$ cat src/rtl/cnt_seq_ctrl.sv
// Run/pause/clear/load sequencer for a 4-bit enable counter.
// Prescales count ticks, tracks counter wraps and auto-stops at a limit.
module cnt_seq_ctrl #(
  parameter int unsigned TICK_DIV   = 4,
  parameter int unsigned WRAP_LIMIT = 3
) (
  input  logic       CLK,
  input  logic       RST,
  input  logic       START,
  input  logic       STOP,
  input  logic       CLEAR,
  input  logic       LOAD_REQ,
  input  logic [3:0] LOAD_DATA,
  input  logic       CNT_OV,
  output logic       CNT_EN,
  output logic       CNT_CLR,
  output logic       CNT_LOAD,
  output logic [3:0] CNT_DATA,
  output logic [1:0] STATE,
  output logic [7:0] WRAPS,
  output logic       DONE
);

  typedef enum logic [1:0] {
    S_IDLE  = 2'b00,
    S_RUN   = 2'b01,
    S_PAUSE = 2'b10,
    S_DONE  = 2'b11
  } state_t;

  localparam logic [15:0] PRE_MAX = 16'(TICK_DIV - 1);
  localparam logic [7:0]  LIM     = 8'(WRAP_LIMIT);

  state_t      state;
  logic [15:0] pre;
  logic [7:0]  wraps;
  logic        clr_q;
  logic        ld_q;
  logic [3:0]  data_q;

  logic       tick;
  logic       wrap_ev;
  logic       hit;
  logic [7:0] wraps_nx;

  assign tick     = (state == S_RUN) && (pre == PRE_MAX);
  assign wrap_ev  = tick && CNT_OV;
  assign wraps_nx = (wraps == 8'hff) ? wraps : wraps + 8'd1;
  assign hit      = (LIM != 8'd0) && (wraps_nx == LIM);

  // Later assignments override earlier ones: commands beat the wrap update.
  always_ff @(posedge CLK or posedge RST) begin
    if (RST) begin
      state  <= S_IDLE;
      pre    <= '0;
      wraps  <= '0;
      clr_q  <= 1'b0;
      ld_q   <= 1'b0;
      data_q <= '0;
    end else begin
      clr_q <= 1'b0;
      ld_q  <= 1'b0;
      if (tick)
        pre <= '0;
      else if (state == S_RUN)
        pre <= pre + 16'd1;
      if (wrap_ev) begin
        wraps <= wraps_nx;
        if (hit)
          state <= S_DONE;
      end
      if (CLEAR) begin
        state <= S_IDLE;
        pre   <= '0;
        wraps <= '0;
        clr_q <= 1'b1;
      end else if (STOP && state == S_RUN) begin
        state <= S_PAUSE;
      end else if (LOAD_REQ &&
                   (state == S_IDLE || state == S_PAUSE)) begin
        ld_q   <= 1'b1;
        data_q <= LOAD_DATA;
      end else if (START && state == S_IDLE) begin
        state <= S_RUN;
        pre   <= '0;
      end else if (START && state == S_PAUSE) begin
        state <= S_RUN;
      end
    end
  end

  assign CNT_EN   = tick | ld_q;
  assign CNT_LOAD = ld_q;
  assign CNT_DATA = data_q;
  assign CNT_CLR  = clr_q;
  assign STATE    = state;
  assign WRAPS    = wraps;
  assign DONE     = (state == S_DONE);

endmodule

$ cat config.mk
export PLATFORM = sky130hd
export DESIGN_NAME = cnt_seq_ctrl
export DESIGN_NICKNAME = d
export VERILOG_FILES = /design/src/rtl/cnt_seq_ctrl.sv
export SDC_FILE = /design/constraint.sdc
export NUM_CORES = 1
export LEC_CHECK = 0
export CAP_MARGIN = 15
export CORE_ASPECT_RATIO = 1.2
export CORE_MARGIN = 2
export CORE_UTILIZATION = 40
export CTS_CLUSTER_SIZE = 16
export DETAILED_ROUTE_END_ITERATION = 8
export HOLD_SLACK_MARGIN = 0.02
export MAX_ROUTING_LAYER = met4
export PLACE_DENSITY = 0.73
export SYNTH_ARGS = -nofsm -noshare
export SYNTH_HDL_FRONTEND = slang
export SYNTH_SLANG_ARGS = --single-unit
$ cat constraint.sdc
create_clock -name CLK -period 2.38 [get_ports CLK]
set_clock_uncertainty 0.1 [all_clocks]
set_input_delay 0.476 -clock CLK [delete_from_list [all_inputs] [get_ports CLK]]
set_output_delay 0.476 -clock CLK [all_outputs]
set_load 0.1 [all_outputs]
==> key figures <==
Status
  • Status: finished, violations left
  • Failing checks: negative setup slack

CTS
  • Clk root buf: clkbuf_8
  • CTS sink count: 32
  • CTS buffer count: 5
  • Clock Tree Buf Depth: 2
  • Number of H-tree levels: 2
  • CTS tree: yes
  • Worst-Skew Late Latency: between 200 and 300 ps
  • CTS Hold Bufs: 0
  • Clock slew at reported path FFs: 60 ps

Logic synthesis
  • Top FF cell, synth: dfrtp_1
  • Largest cells by area after synthesis: dfrtp_1 (45%), xor2_1 (4.9%), nor2_1 (3.8%), mux2_2 (3.1%), nand4_1 (2.8%)
  • Number of enable flip-flop cells after synthesis: 0
  • Area leader, netlist: dfrtp_1
  • Yosys top cell area share: 44.7%
  • FF+latch count, synth: 32
  • Syn Nets: 192
  • Top cells by count, synth: dfrtp_1 (32), nor2_1 (18), xor2_1 (10)
  • Synth Cell Area: ~1800 µm²
  • Syn_area_per_cell: 10.0 µm²
  • Ys Warns: 0
  • Unique masters post-synth: 51
  • Post-synthesis sequential area ratio: 44.7%
  • Synth async-reset ratio: between 90% and 100%
  • Count leader, synth: dfrtp_1
  • Gate Count Post-Synth: 179

Global route
  • First-pass GRT wire length: 6.59 mm
  • Largest net degree at the start of global routing: 33
  • Vias in the first global route: ~1500
  • Total track usage: roughly 17%
  • GRT overflow: 0
  • Initial antenna violation count: 0

Job
  • Maxcap violations: 0

Setup path
  • Worst EP required: 1800 ps
  • Crit Path Category: reg -> out
  • Slowest-stage cell, CP: or4_4
  • Critical Path Start Type: flip-flop
  • Family with the most delay on the worst path: simple AND/OR/NAND/NOR gates
  • Max incr delay on CP: 540 ps
  • Arr. time, crit path: 1820 ps
  • CP endpoint kind: primary output
  • Critical path buffers and inverters: 1
  • Crit-path cells: or4_4 -> and4bb_4 -> a21o_4 -> buf_12
  • CP Max Fanout: 3

Placement
  • Post-DP HPWL: 2.65 mm
  • # port buffers: 28
  • Gpl congestion: 0.883

Route
  • Final WL: 3.73 mm
  • Antenna viol nets, final: 0
  • Drt wl/cell: around 13 µm
  • # DRC: 0
  • Met3 WL: approximately 170 µm
  • DR top layer: met4
  • Met2 wire len: 1.87 mm
  • Via count: around 1500
  • Met1 WL: around 1.6 mm
  • DR vias/cell: 5.47
  • Initial drt markers: 95
  • DR pass1 iterations: 4

Power and ir drop
  • P per Cell Area: 572 nW/µm²
  • Static leakage: just under 1 nW
  • Worst vdd ir: 281 µV
  • Pwr Total: between 1 and 1.5 mW

Worst hold path
  • Hold crit path type: reg -> reg

Floorplan
  • Die height: 77.3 µm
  • Site Rows: 26
  • I/O pin count: 29
  • Core area: around 4300 µm²
  • Initial Util: 41.7%
  • DIE AREA: 5030 µm²
  • Chip width: 65.1 µm

Final layout
  • Ant diodes: 0
  • Layout Area Growth over Synthesis: 27.3%
  • Seq. cell area: just over 800 µm²
  • Nets: 233
  • Layout cells sized above 1: between 20% and 30%
  • Final Core Density: 53.1%
  • Area of the multi-input gates: around 950 µm²
  • Fillers: 417

STA
  • Relative slew slack: 68.4%
  • Final WS setup: -15.3 ps
  • Max-slew violation total from the final report: 0
  • Tcrit/Tclk final: 101%
  • Final min period: about 2400 ps
  • Worst Tran Pin Value: 470 ps
  • Final setup viols: 1
  • RSZ-0062 raised after global routing: yes
  • Final hold violation count: 0
  • Max Freq: 0.417 GHz
==> report_power, final <==
part | internal [mW] | switching (mW)
Sequential | 0.561 | 0.0110
Clock | 0.310 | 0.196
Combinational | 0.0628 | 0.164
Total | 0.934 | 0.372
==> worst reg2reg max path, cell delays in order (launching register included) <==
cell	delay [ps]
dfrtp_2	440
ha_1	320
nand3_1	180
or4b_2	630
a22oi_1	210
a31o_1	170
==> metrics by stage <==
stage	cell area (µm²)	setup slack, ps	cells	TNS (ps)	hold slack, ps
finish	2280	-15.3	277	-15.3	409
global route	2280	-57.9	277	-57.9	437
CTS	2270	-25.8	277	-25.8	411
detailed placement	2130	196	265	0	397
global placement	2130	218	265	0	392
floorplan	1800	24.0	179	0	405
==> routing by layer <==
metal | vias up | track usage, %
li1 | 745 | -
met1 | 728 | 19.5
met2 | 35 | 28.2
met3 | 7 | 4.69
met4 | 0 | 6.88
met5 | - | -
==> sequential cells by signal, indices dropped and copies added (netlist names) <==
register	cells
CNT_DATA	4
pre	16
STATE	2
CNT_CLR	1
CNT_LOAD	1
WRAPS	8
==> layout make-up <==
type / instances / share of cell area, %
Multi-Input combinational cell: 138 / 41.6
Sequential cell: 32 / 35.3
Timing Repair Buffer: 40 / 14.8
Clock buffer: 6 / 3.18
Tap cell: 56 / 3.07
Clock inverter: 2 / 1.54
Inverter: 3 / 0.494
==> path summary, 6_finish.rpt <==
| kind | startpoint | end | slack, ps | cells after the start |
|---|---|---|---|---|
| worst max-delay path | pre[7]$_DFF_PP0_ | CNT_EN | -20 | 4 |
| worst min-delay path | CNT_DATA[1]$_DFFE_PP0P_ | CNT_DATA[1]$_DFFE_PP0P_ | 410 | 1 |
| worst max register to register | WRAPS[0]$_DFFE_PP0P_ | STATE[1]$_DFF_PP0_ | 280 | 5 |
| worst min register to register | CNT_DATA[1]$_DFFE_PP0P_ | CNT_DATA[1]$_DFFE_PP0P_ | 410 | 1 |
| max in group asynchronous | RST | STATE[0]$_DFF_PP0_ | 1390 | 3 |
| min in group asynchronous | RST | WRAPS[3]$_DFFE_PP0P_ | 470 | 3 |
==> kinds of logic (layout without fill, tap and decap cells) <==
| kind of cell | after synthesis | after routing | share of synthesized area, % |
|---|---|---|---|
| AO/OA/AOI/OAI | 32 | 32 | 12.0 |
| XOR/XNOR | 13 | 13 | 6.35 |
| adder cells (fa/ha/maj) | 2 | 2 | 1.40 |
| buffers and inverters | 9 | 51 | 3.14 |
| flip-flops | 32 | 32 | 44.7 |
| multiplexers | 7 | 7 | 4.26 |
| AND/OR/NAND/NOR | 84 | 84 | 28.1 |
==> layout by cell type, fill, tap and decap left out, types with 5 or more instances in the layout <==
cell type and instances:
buf_4 29, dfrtp_1 28, nor2_1 18, xor2_1 10, clkdlybuf4s50_1 10, nand4_1 8, nand3_1 8, nand2_1 8
o21ai_0 7, a21oi_1 6, a31oi_1 6, mux2_2 5, and3_1 5, clkbuf_8 5
==> repair_timing <==
item                                   in CTS  in global routing
gates resized for setup                     1                  1
gates cloned                                0                  0
pin swaps                                   2                  0
endpoints found under the hold margin       0                  0
buffers inserted                            4                  0
setup endpoints to repair                   1                  1
Power figures use the tool's default switching activity.
